File: src/rtl/gemmm2s_pkg.sv
// Shared definitions for the GEM MM2S AW path: completion-scheduler state
// encoding and bus geometry shared with last_beat_calc.
package gemmm2s_pkg;

  localparam int unsigned AXI_DATA_WIDTH   = 64;
  localparam int unsigned BEAT_BYTES       = AXI_DATA_WIDTH / 8;
  localparam int unsigned AXI_ADDR_WIDTH   = 12;
  localparam int unsigned DMACPL_PEND_W    = 4;
  localparam int unsigned DMACPL_MAX_RUN   = 16;

  typedef enum logic {
    PASS = 1'b0,
    HOLD = 1'b1
  } dmacpl_sched_state_t;

endpackage

File: src/rtl/dma_complete_scheduler_sat_updown_counter.sv
// Saturating up/down counter with a sticky overflow flag; an increment that
// would exceed all-ones is dropped and flagged.
module sat_updown_counter #(
  parameter int unsigned WIDTH = 4
) (
  input  logic             clk,
  input  logic             rst_n,
  input  logic             i_inc,
  input  logic             i_dec,
  output logic [WIDTH-1:0] o_count,
  output logic             o_overflow
);

  logic [WIDTH-1:0] count_q, count_d;
  logic             overflow_q, overflow_d;

  always_comb begin
    count_d    = count_q;
    overflow_d = overflow_q;
    if (i_inc && !i_dec) begin
      if (count_q == '1) overflow_d = 1'b1;
      else               count_d    = count_q + WIDTH'(1);
    end else if (i_dec && !i_inc && (count_q != '0)) begin
      count_d = count_q - WIDTH'(1);
    end
  end

  always_ff @(posedge clk or negedge rst_n) begin
    if (!rst_n) begin
      count_q    <= '0;
      overflow_q <= 1'b0;
    end else begin
      count_q    <= count_d;
      overflow_q <= overflow_d;
    end
  end

  assign o_count    = count_q;
  assign o_overflow = overflow_q;

endmodule

File: src/rtl/dma_complete_scheduler.sv
// Slots DMA-complete pulses into non-handshake cycles of the AW path.
// DMACPL_STARVE_GUARD_EN builds the forced HOLD slot after MAX_BEAT_RUN beats.
module dma_complete_scheduler
  import gemmm2s_pkg::*;
#(
  parameter int unsigned ADDR_WIDTH    = AXI_ADDR_WIDTH,
  parameter int unsigned PENDING_WIDTH = DMACPL_PEND_W,
  parameter int unsigned MAX_BEAT_RUN  = DMACPL_MAX_RUN
) (
  input  logic                     clk,
  input  logic                     reset_n,
  input  logic                     i_doorbell,
  input  logic [ADDR_WIDTH-1:0]    s_addr_data,
  input  logic                     s_addr_valid,
  output logic                     s_addr_ready,
  output logic [ADDR_WIDTH-1:0]    m_addr_data,
  output logic                     m_addr_valid,
  input  logic                     m_addr_ready,
  output logic                     o_dma_complete,
  output logic [PENDING_WIDTH-1:0] o_pending,
  output logic                     o_overflow
);

  if (MAX_BEAT_RUN < 1) begin : g_bad_run
    $error("MAX_BEAT_RUN must be at least 1");
  end

  logic hold;
  logic beat;
  logic pending_nz;

  assign m_addr_data    = s_addr_data;
  assign m_addr_valid   = s_addr_valid && !hold;
  assign s_addr_ready   = m_addr_ready && !hold;
  assign beat           = m_addr_valid && m_addr_ready;
  assign pending_nz     = (o_pending != '0);
  assign o_dma_complete = pending_nz && !beat;

  sat_updown_counter #(
    .WIDTH (PENDING_WIDTH)
  ) u_pending (
    .clk        (clk),
    .rst_n      (reset_n),
    .i_inc      (i_doorbell),
    .i_dec      (o_dma_complete),
    .o_count    (o_pending),
    .o_overflow (o_overflow)
  );

`ifdef DMACPL_STARVE_GUARD_EN
  localparam int unsigned RUN_W = $clog2(MAX_BEAT_RUN + 1);

  dmacpl_sched_state_t state_q, state_d;
  logic [RUN_W-1:0]    run_q, run_d;

  // HOLD only follows a completed handshake, so no offered beat is retracted.
  always_comb begin
    state_d = state_q;
    run_d   = '0;
    case (state_q)
      PASS: begin
        if (beat && pending_nz) begin
          if (run_q == RUN_W'(MAX_BEAT_RUN - 1)) state_d = HOLD;
          else                                   run_d   = run_q + RUN_W'(1);
        end
      end
      HOLD:    state_d = PASS;
      default: state_d = PASS;
    endcase
  end

  always_ff @(posedge clk or negedge reset_n) begin
    if (!reset_n) begin
      state_q <= PASS;
      run_q   <= '0;
    end else begin
      state_q <= state_d;
      run_q   <= run_d;
    end
  end

  assign hold = (state_q == HOLD);
`else
  assign hold = 1'b0;
`endif

endmodule
File: config.mk
export PLATFORM = sky130hd
export DESIGN_NAME = dma_complete_scheduler
export DESIGN_NICKNAME = d
export VERILOG_FILES = /design/src/rtl/gemmm2s_pkg.sv /design/src/rtl/dma_complete_scheduler_sat_updown_counter.sv /design/src/rtl/dma_complete_scheduler.sv
export SDC_FILE = /design/constraint.sdc
export NUM_CORES = 1
export LEC_CHECK = 0
export BUFFER_PORTS_ARGS = -buffer_cell sky130_fd_sc_hd__clkbuf_2
export CAP_MARGIN = 20
export CELL_PAD_IN_SITES_DETAIL_PLACEMENT = 0
export CELL_PAD_IN_SITES_GLOBAL_PLACEMENT = 1
export CORE_UTILIZATION = 24
export CTS_CLUSTER_DIAMETER = 120
export DETAILED_ROUTE_END_ITERATION = 10
export PLACE_DENSITY_LB_ADDON = 0.05
export SYNTH_ARGS = -nofsm -noshare
export SYNTH_HDL_FRONTEND = slang
export SYNTH_SLANG_ARGS = --single-unit
File: constraint.sdc
create_clock -name clk -period 2.7 [get_ports clk]
set_input_delay 0.135 -clock clk [delete_from_list [all_inputs] [get_ports clk]]
set_output_delay 0.135 -clock clk [all_outputs]
set_load 0.005 [all_outputs]
* Word level (Yosys, flattened, before mapping)
Cells that the tools add are included.
** Cells by class
- Add/subtract/negate cells :: 2
- Equal/unequal tests :: 2
- Muxes and demuxes :: 3
- Reductions and logical operators :: 12
** Operators by type and width (number)
- two-way mux 4 bit :: 3
- logical AND 1 bit :: 5
- adder 4 x 1 -> 4 bit, second input constant :: 1
- equality test 4 bit, second input constant :: 1
- AND reduction 2 bit :: 2
- nonzero test 4 bit :: 1
- subtractor 4 x 1 -> 4 bit, second input constant :: 1
- logical NOT 1 bit :: 3
- != test 2 bit, second input constant :: 1
- nonzero test 2 bit :: 1
** Storage, ports and cells
- Flip-flop bits (word level) :: 5
- Input bits :: 17
- Output and inout port bits :: 20
- Logic and storage cells :: 21

* Logic depth before layout (Yosys ltp)
- Depth in word-level cells :: 7
- Mapped depth :: 7
- Depth with buffers taken out :: 7

* Hierarchy
A second synthesis with hierarchy kept.
** Unflattened totals
- Cell total of the unflattened synthesis :: 39
- Area total of the unflattened synthesis :: 422.9 µm²
** By module, submodules not included
- sat_updown_counter :: times used 1, cells each 23, area an instance 306.5 µm², seq. area each 125.1 µm²
- dma_complete_scheduler :: times used 1, cells each 16, area an instance 116.4 µm², seq. area each 0.0 µm²

* Least setup slack after synthesis
OpenSTA, ideal clock, no wires.
- Path type :: reg-to-reg
- From :: reg u_pending.count_q[3], in the netlist u_pending.o_count[3]
- To :: reg u_pending.count_q[3], in the netlist u_pending.o_count[3]
- Setup time :: 79 ps
- Arrival :: 1999 ps
- Data required time :: 2621 ps
- Setup slack :: 622 ps
- Stages on the path, launching flop included :: 8
- Buffers on the path :: 0
- Period minus slack after synthesis :: 2078 ps
- Cells stage by stage :: dfrtp_1 nor4_2 o21ai_0 ha_1 a21o_1 a21oi_1 mux2i_1 xor2_1
** Between the ends
- Longest elaborated chain between the ends :: 6
- Elaborated cells on any way between the ends :: 15
- Those cells by class :: 2 x add/sub; 2 x eq/ne; 3 x mux; 8 x reduce/logical
** RTL lines
- start, declared :: RTL line dma_complete_scheduler_sat_updown_counter.sv:14 : logic [WIDTH-1:0] count_q, count_d;
- start signal, assigned :: RTL line dma_complete_scheduler_sat_updown_counter.sv:33 : count_q <= count_d;
- branches (longest 6 deep; another with subtractor 4 x 1 -> 4 bit)
Parallel ways; which one is timed is not known. The select of a mux whose other input is x is not followed.
A chain may end at the register's enable or synchronous reset.

* Worst setup path in the final report
- From :: reg u_pending.count_q[2], in the netlist u_pending.o_count[2]
- To :: reg u_pending.count_q[3], in the netlist u_pending.o_count[3]
Same word-level chain as after synthesis.

==> results.py <==
metrics = {
    "sta": {
        "setup_tns_ps": 0,
        "fin_hold_ws_ps": 136.1,
        "layout_setup_ws_ps": 342.6,
        "slew_violations": 0,
        "relSlewSlack": 0.5616,
        "finalSetupViolCount": 0,
        "hold_viol": 0,
        "period_share": 0.8731,
        "rsz0062_at_grt": "false",
        "fmax_mhz": 424.2,
        "fin_skew_ps": 4.037,
        "period_minus_slack_ps": 2357,
        "worst_pin_slew_ps": 650.8,
    },
    "synth": {
        "synth_area_leaders": "dfrtp_1 29%, buf_4 24%, mux2i_1 7.0%, ha_1 5.8%, fa_1 4.6%",
        "synthDistinctLibCells": 22,
        "dominantRegCellSynth": "dfrtp_1",
        "syn-num-nets": 63,
        "ys_seq_elements": 5,
        "yosysSeqAreaShare": 0.2899,
        "yosysWarnings": 0,
        "syn_avg_cell_area_sq_um": 10.04,
        "async_flop_share": 1.000,
        "synth_edf_count": 0,
        "postSynthCellCount": 43,
        "netlist.top_cell.by_area": "dfrtp_1",
        "synth_area_sq_um": 431.7,
        "synth_top_area_frac": 0.2899,
    },
    "clocking": {
        "tritoncts": "built",
        "clockBufferDepth": 2,
        "clk_latency_ps": 240,
        "postCtsSetupRepairBufs": 0,
        "cts_resized": 0,
        "cts-root-buf": "clkbuf_4",
        "clock_sinks": 5,
        "clk_pin_slew_ps": 50,
        "cts-hold-fix-buffers": 1,
        "htreeDepth": 1,
        "cts-buffers-inserted": 3,
    },
    "flow_run": {
        "cap_violations": 0,
    },
    "floorplanning": {
        "core_area_sq_mm": 0.001594,
        "floorplan.initialDensity": 0.2708,
        "dieArea_sq_mm": 0.001972,
        "die_x_um": 44.41,
        "rows": 14,
        "die_h_um": 44.41,
        "io_pins": 37,
    },
    "setup_path": {
        "crit_path_max_fanout": 5,
        "crit_path_end_kind": "flop",
        "startpoint_type": "flop",
        "crit_required_ps": 2850,
        "critical_path_arrival_ps": 2510,
        "crit_type": "flop to flop",
    },
    "drt": {
        "vias": 306,
        "viasPerCell": 4.371,
        "drc_errors": 0,
        "initialDrtViolationCount": 6,
        "wirelength_um": 923,
        "post_drt_wl_per_cell_um": 13.19,
        "firstDrtPassIters": 2,
        "antenna_left": 0,
    },
    "layout": {
        "antenna_cells": 0,
        "final_layout_size_suffix_gt1_frac": 0.3696,
        "nNetsFinal": 67,
        "fill_cells": 174,
        "layout_common_cells": "12 x clkbuf_2, 5 x dfrtp_1, 3 x mux2i_1, 3 x clkbuf_4",
        "area.growth.synth_to_final_pct": 4.927,
        "final_common_cell": "clkbuf_2",
    },
    "pwr": {
        "p_leak_nw": 0.2176,
        "swShare": 0.4097,
        "p_comb_frac": 0.483,
        "power.internal_uw": 304.1,
        "power_switching_uw": 211.1,
        "p_clk_frac": 0.171,
        "p_seq_frac": 0.346,
        "power_density_mw_per_mm2": 1137,
        "ir_drop_mv": 0.5436,
    },
    "global_routing": {
        "grt_antenna_before_repair": 0,
        "grt_max_degree": 8,
        "grt-ovfl-total": 0,
        "grt_pass1_vias": 331,
        "track_usage": 0.1065,
        "grt_pass1_wl_um": 1455,
    },
    "place": {
        "place_ws_ps": 374.6,
        "routabilityCongestion": 0.6787,
        "io_buffers": 12,
        "dp_hpwl_um": 698,
    },
    "outcome": {
        "status": "finished clean",
    },
    "hold_path": {
        "hp-class": "input pin to flop",
    },
}
kinds of logic (layout without fill, tap and decap cells):
kind of cell | count (synthesis) | count (layout) | synth area share
DFF | 5 | 5 | 0.2899
muxes | 3 | 3 | 0.06957
adders and majority gates | 3 | 3 | 0.1043
AOI/OAI and AO/OA | 7 | 7 | 0.1131
and+or+nand+nor | 7 | 7 | 0.1102
buffers and inverters | 15 | 18 | 0.2522
xor gates and xnor gates | 3 | 3 | 0.06088
sequential cells by signal, summed over array words and instances, names as in the netlist:
register / flops
u_pending.o_count: 4
u_pending.o_overflow: 1
final timing paths:
check	from	to	slack, ps	depth (start not counted)
setup / recovery	u_pending.o_count[2]	u_pending.o_count[3]	340	7
hold / removal	i_doorbell	u_pending.o_count[1]	140	2
setup reg to reg	u_pending.o_count[2]	u_pending.o_count[3]	340	7
hold reg to reg	u_pending.o_overflow	u_pending.o_overflow	490	1
max in group asynchronous	reset_n	u_pending.o_count[1]	2320	2
min in group asynchronous	reset_n	u_pending.o_overflow	240	2
power by group through the flow:
stage          Sequential, mW  Clock, mW  Combinational [mW]
6_report                0.178     0.0879               0.249
5_1_grt                 0.187     0.0970               0.283
4_1_cts                 0.178     0.0920               0.254
3_5_place_dp            0.178          0               0.246
3_3_place_gp            0.183          0               0.248
2_1_floorplan           0.171          0               0.175
synthesized netlist by cell type, drive strengths merged, types with 2 or more instances:
master and n:
xor2 2, ha 2, dfrtp 5, mux2i 3, buf 14
worst max-delay path: stages, from the launching register on:
cell and delay, ps:
dfrtp_1 440, nor4_2 370, o21ai_0 310, ha_1 370, a21o_1 170, a21oi_1 180
mux2i_1 240, xor2_1 180
layout make-up:
class | instances | area [sq um] | share of cell area
sequential | 5 | 125.1 | 0.2762
tap | 24 | 30.03 | 0.06630
inverter | 1 | 3.754 | 0.008287
multi-input combinational | 23 | 197.7 | 0.4365
timing repair buffer | 13 | 70.07 | 0.1547
clock buffer | 4 | 26.28 | 0.05801
metrics by stage:
| stage | power [mW] | utilization | instances | area, sq um |
|---|---|---|---|---|
| 5_1_grt | 0.5664 | 0.2841 | 70 | 452.9 |
| 2_1_floorplan | 0.3462 | - | 43 | 431.7 |
| 6_report | 0.5152 | 0.2841 | 70 | 452.9 |
| 3_3_place_gp | 0.4306 | 0.2614 | 65 | 416.7 |
| 4_1_cts | 0.5240 | 0.2841 | 70 | 452.9 |
| 3_5_place_dp | 0.4245 | 0.2614 | 65 | 416.7 |
metal layers:
metal  wire length (um)  part of all wire  track usage
met5                  0                 0            0
met4                 65             0.070       0.1030
met3                139              0.15      0.06122
met2                361              0.39       0.1500
met1                357              0.39       0.1080
(Power assumes the default switching activity.)
